<file path="config.mk">
export PLATFORM = sky130hd
export DESIGN_NAME = sequential_divider_flat
export DESIGN_NICKNAME = d
export VERILOG_FILES = /design/src/rtl/sequential_divider_if.sv /design/src/rtl/sequential_divider.sv /design/src/flat_wrapper.sv
export SDC_FILE = /design/constraint.sdc
export NUM_CORES = 1
export LEC_CHECK = 0
export BUFFER_PORTS_ARGS = -buffer_cell sky130_fd_sc_hd__buf_4
export CAP_MARGIN = 20
export CORE_MARGIN = 2
export CORE_UTILIZATION = 45
export CTS_CLUSTER_SIZE = 24
export DETAILED_ROUTE_END_ITERATION = 16
export PLACE_DENSITY = 0.66
export SETUP_SLACK_MARGIN = 0.02
export SYNTH_ARGS = -nofsm -noshare
export SYNTH_HDL_FRONTEND = slang
export SYNTH_SLANG_ARGS = --single-unit
export TNS_END_PERCENT = 30
</file>
<file path="constraint.sdc">
create_clock -name clock -period 2.45 [get_ports clock]
set_input_delay 0.49 -clock clock [delete_from_list [all_inputs] [get_ports clock]]
set_output_delay 0.49 -clock clock [all_outputs]
set_load 0.01 [all_outputs]
</file>
<file path="src/rtl/sequential_divider_if.sv">
// Handshake and operand/result bundle between a controller and the sequential divider.
// The controller drives start and operands; the divider returns status and results.
interface sequential_divider_if #(
  parameter int N = 4
);
  logic         start;
  logic [N-1:0] dividend;
  logic [N-1:0] divisor;
  logic         busy;
  logic         done;
  logic [N-1:0] quotient;
  logic [N-1:0] remainder;
  logic         div_by_zero;

  modport master (
    output start, dividend, divisor,
    input  busy, done, quotient, remainder, div_by_zero
  );

  modport slave (
    input  start, dividend, divisor,
    output busy, done, quotient, remainder, div_by_zero
  );
endinterface

</file>
<file path="src/rtl/sequential_divider.sv">
// Unsigned restoring divider producing one quotient bit per clock,
// with a start/busy/done handshake for back-to-back issue.
module sequential_divider #(
  parameter int N = 4
) (
  input logic              clock,
  input logic              reset,
  sequential_divider_if.slave bus
);
  localparam int CW = $clog2(N + 1);

  typedef enum logic [1:0] {IDLE, RUN, DONE} state_t;

  state_t state;
  state_t state_next;

  // Partial remainder is kept N bits wide: it is always below the divisor.
  logic [N-1:0]  rem_r;
  logic [N-1:0]  q_r;
  logic [N-1:0]  d_r;
  logic [CW-1:0] count;

  logic [N-1:0]  quotient_r;
  logic [N-1:0]  remainder_r;
  logic          dbz_r;

  logic [N:0]    trial;
  logic          fits;
  logic [N-1:0]  rem_next;
  logic [N-1:0]  q_next;
  logic          last_iter;

  always_comb begin
    trial    = {rem_r, q_r[N-1]};
    fits     = (trial >= {1'b0, d_r});
    rem_next = fits ? (trial[N-1:0] - d_r) : trial[N-1:0];
    q_next   = {q_r[N-2:0], fits};
  end

  assign last_iter = (count == CW'(N - 1));

  always_ff @(posedge clock) begin
    if (reset) begin
      state <= IDLE;
    end else begin
      state <= state_next;
    end
  end

  always_comb begin
    state_next = state;
    case (state)
      IDLE: begin
        if (bus.start) begin
          state_next = (bus.divisor == '0) ? DONE : RUN;
        end
      end
      RUN: begin
        if (last_iter) begin
          state_next = DONE;
        end
      end
      DONE:    state_next = IDLE;
      default: state_next = IDLE;
    endcase
  end

  // Result registers only move on a completed operation or on reset.
  always_ff @(posedge clock) begin
    if (reset) begin
      rem_r       <= '0;
      q_r         <= '0;
      d_r         <= '0;
      count       <= '0;
      quotient_r  <= '0;
      remainder_r <= '0;
      dbz_r       <= 1'b0;
    end else begin
      case (state)
        IDLE: begin
          if (bus.start) begin
            if (bus.divisor == '0) begin
              quotient_r  <= '1;
              remainder_r <= bus.dividend;
              dbz_r       <= 1'b1;
            end else begin
              rem_r <= '0;
              q_r   <= bus.dividend;
              d_r   <= bus.divisor;
              count <= '0;
              dbz_r <= 1'b0;
            end
          end
        end
        RUN: begin
          rem_r <= rem_next;
          q_r   <= q_next;
          count <= count + CW'(1);
          if (last_iter) begin
            quotient_r  <= q_next;
            remainder_r <= rem_next;
          end
        end
        default: begin
        end
      endcase
    end
  end

  assign bus.busy        = (state == RUN);
  assign bus.done        = (state == DONE);
  assign bus.quotient    = quotient_r;
  assign bus.remainder   = remainder_r;
  assign bus.div_by_zero = dbz_r;
endmodule

</file>
<file path="src/flat_wrapper.sv">
// flat-port wrapper written by rule: the top's interface ports become plain ports
module sequential_divider_flat 
#(
  parameter int N = 4
)
  (clock, reset, bus_start, bus_dividend, bus_divisor, bus_busy, bus_done, bus_quotient, bus_remainder, bus_div_by_zero);
  sequential_divider_if #(.N(N)) bus_i ();
  input logic clock;
  input logic reset;
  input wire logic [$bits(bus_i.start)-1:0] bus_start;
  input wire logic [$bits(bus_i.dividend)-1:0] bus_dividend;
  input wire logic [$bits(bus_i.divisor)-1:0] bus_divisor;
  output wire logic [$bits(bus_i.busy)-1:0] bus_busy;
  output wire logic [$bits(bus_i.done)-1:0] bus_done;
  output wire logic [$bits(bus_i.quotient)-1:0] bus_quotient;
  output wire logic [$bits(bus_i.remainder)-1:0] bus_remainder;
  output wire logic [$bits(bus_i.div_by_zero)-1:0] bus_div_by_zero;
  assign bus_i.start = bus_start;
  assign bus_i.dividend = bus_dividend;
  assign bus_i.divisor = bus_divisor;
  assign bus_busy = bus_i.busy;
  assign bus_done = bus_i.done;
  assign bus_quotient = bus_i.quotient;
  assign bus_remainder = bus_i.remainder;
  assign bus_div_by_zero = bus_i.div_by_zero;
  sequential_divider #(.N(N)) u_core (.clock(clock), .reset(reset), .bus(bus_i));
endmodule
</file>
==> impl_metrics.json <==
{
  "endpoint_kind": "flop",
  "max_freq_mhz": 497,
  "r2r_end": "u_core.bus.remainder[1]$_SDFFE_PP0P_",
  "post-route-util_pct": 55.1,
  "drive_above_1_share_pct": 17.7,
  "port_buffers": 21,
  "mostFrequentLayoutCells": "26 x dfxtp_1, 25 x nand2_1, 24 x nor2_1",
  "final.min_clock_period_ns": 2.01,
  "diodes": 0,
  "grt_pass1_vias": 1075,
  "critPathKind": "reg -> reg",
  "place_area_um2": 1450,
  "r2r-start": "u_core.d_r[1]$_SDFFE_PP0P_",
  "clockBufferDepth": 2,
  "powerDensity_nw_per_um2": 630,
  "slew_viol_final": 0,
  "place.gp.congestion": 0.801,
  "endpoint": "u_core.bus.remainder[1]$_SDFFE_PP0P_",
  "crit_start": "u_core.d_r[1]$_SDFFE_PP0P_",
  "fin_ws_ns": 0.439,
  "initial_core_util_pct": 47.0,
  "p_sw_mw": 0.256,
  "drc": 0,
  "fin_crit_sh_pct": 82.1,
  "ys.flop_type": "dfxtp_1",
  "cts_buffers": 3,
  "grt-ovfl-total": 0,
  "routed_wl_um": 2730,
  "dr.pass1.iters": 4,
  "ir_drop_mv": 0.715,
  "path_cells": "inv_1 > ha_1 > or4_4 > a21oi_1 > nor3_1 > a31oi_1 > a311oi_1",
  "cp.buffers_inverters": 1,
  "syn_area_per_cell_um2": 8.24,
  "die-area_um2": 3300,
  "rows": 19,
  "clockRootBuffer": "clkbuf_4",
  "wl_per_cell_um": 13.2,
  "critical_path.top_delay_family": "compound AO/OA/AOI/OAI gates",
  "hold_viol_final": 0,
  "syn_to_final_growth_pct": 17.2,
  "htreeDepth": 1,
  "synth_warnings": 0,
  "synth_fp_nets": 174,
  "ys_types": 38,
  "grt_max_degree": 27,
  "die_w_um": 57.4,
  "grt_pass1_wl_um": 4730,
  "clk_latency_ns": 0.32,
  "core_area_um2": 2730,
  "arrival_ns": 2.21,
  "clk_pin_slew_worst_paths_ns": 0.14,
  "cts_tree": "yes",
  "synthesis.instances": 156,
  "r2r_cells": 7,
  "drtIter0Drc": 42,
  "ctsHoldBuffers": 0,
  "grtUsageTotal_pct": 18.1,
  "synth-edff-count": 0,
  "max_cap_violations": 0,
  "min_path_type": "in -> reg",
  "nNetsFinal": 194,
  "tns_ns": 0,
  "post-cts-setup-buffer-count": 0,
  "start_kind": "flop",
  "io_pins": 22,
  "ys_seq_area_share_pct": 40.5,
  "switching_share_pct": 27.0,
  "worst_pin_slew_ns": 0.727,
  "p_int_mw": 0.693,
  "path_max_fanout": 3,
  "via_per_inst": 5.65,
  "cp.depth": 7,
  "setup_violations": 0,
  "cp.required_ns": 2.64,
  "crit_slowest_cell": "or4_4",
  "post-place-ws_ns": 0.348,
  "p_seq_share_pct": 49.1,
  "r2r_setup_slack_ns": 0.44,
  "clock-sinks": 26,
  "hold_slack_ns": 0.431,
  "antenna_found_initial": 0,
  "max_slew_margin_pct": 51.4,
  "clock_power_share_pct": 30.4,
  "outcome": "completed",
  "vias": 1163,
  "critPathMaxStageDelay_ns": 0.52,
  "ys_ff_latch": 26,
  "layout_commonest_cell": "dfxtp_1",
  "synthArstFlopShare_pct": 0,
  "fillers": 279,
  "ctsResizeCount": 0,
  "rsz0062_at_grt": "false",
  "hp-start": "bus_divisor[0]",
  "design_area_um2": 1510,
  "die_height_um": 57.4,
  "fin_skew_ns": 0.0122,
  "dp_hpwl_um": 2130,
  "synth_area_um2": 1280,
  "power.leakage_nw": 0.608,
  "combPwrFrac_pct": 20.5,
  "ant_nets": 0
}
## flip-flops by register name (all words and copies together) (netlist names)
register                count
u_core.rem_r                4
u_core.q_r                  4
u_core.count                3
u_core.bus.quotient         4
u_core.bus.remainder        4
u_core.bus.div_by_zero      1
u_core.d_r                  4
u_core.state                2
## worst min-delay path by stage
stage	slack, ns	endpoint	cells past startpoint
after floorplan	0.44	u_core.d_r[1]$_SDFFE_PP0P_	2
after global placement	0.45	u_core.d_r[3]$_SDFFE_PP0P_	2
after detailed placement	0.46	u_core.d_r[2]$_SDFFE_PP0P_	2
after CTS	0.42	u_core.d_r[0]$_SDFFE_PP0P_	3
after global routing	0.42	u_core.d_r[0]$_SDFFE_PP0P_	3
final	0.43	u_core.d_r[0]$_SDFFE_PP0P_	3
## power groups by stage
| stage | Sequential [mW] | Clock [mW] | Combinational (mW) |
|---|---|---|---|
| after detailed placement | 0.475 | 0 | 0.193 |
| final | 0.465 | 0.289 | 0.195 |
| after CTS | 0.466 | 0.300 | 0.194 |
| after global placement | 0.474 | 0 | 0.187 |
| after global routing | 0.469 | 0.316 | 0.218 |
| after floorplan | 0.471 | 0 | 0.142 |
## worst register-to-register path, cell delays in order (launching register included)
cell and delay, ns:
dfxtp_1 0.35, inv_1 0.07, ha_1 0.23, or4_4 0.52, a21oi_1 0.24, nor3_1 0.10
a31oi_1 0.26, a311oi_1 0.13
## area by class of cell
type	instances	area, um2	share of cell area (%)
Clock buffer	3	22.5	1.50
Clock inverter	1	30.0	1.99
Inverter	7	26.3	1.74
Multi-Input combinational cell	116	703	46.7
Sequential cell	26	520	34.6
Tap cell	31	38.8	2.57
Timing Repair Buffer	22	165	11.0
## cells in the mapped netlist, drive strengths merged, types with 2 or more instances
master	number	area share, %
buf	4	1.8
nand2	26	8.2
or4	2	1.5
nor2b	2	0.97
ha	6	5.8
inv	7	2.0
nand2b	3	1.5
clkbuf	3	0.88
nand3	2	0.78
o21ai	2	0.78
nor4	3	1.9
a21oi	13	5.4
nor2	24	7.0
dfxtp	26	41
a211oi	4	2.3
a31oi	5	2.4
a311oi	9	6.1
## metrics by stage
step           power, mW  instances
6_report           0.948        206
4_1_cts            0.959        206
5_1_grt             1.00        206
2_1_floorplan      0.612        156
3_5_place_dp       0.668        202
3_3_place_gp       0.661        202
## per-layer routing
layer  global-route usage [%]  wire [um]  up-vias
met5                        0          0        -
met4                     3.99         16        0
met3                     4.08        128        2
met2                     30.2       1350       31
met1                     24.0       1230      537
li1                         -          -      593
## cells by family after synthesis
| logic type | after synthesis | share of synthesized area [%] |
|---|---|---|
| simple gates | 67 | 24.3 |
| compound gates | 40 | 21.5 |
| flops | 26 | 40.5 |
| buf+inv | 14 | 4.77 |
| fa+ha+maj | 7 | 7.40 |
| xor+xnor | 1 | 0.682 |
| mux | 1 | 0.779 |
Note: power is estimated with default switching activity, not from simulation.
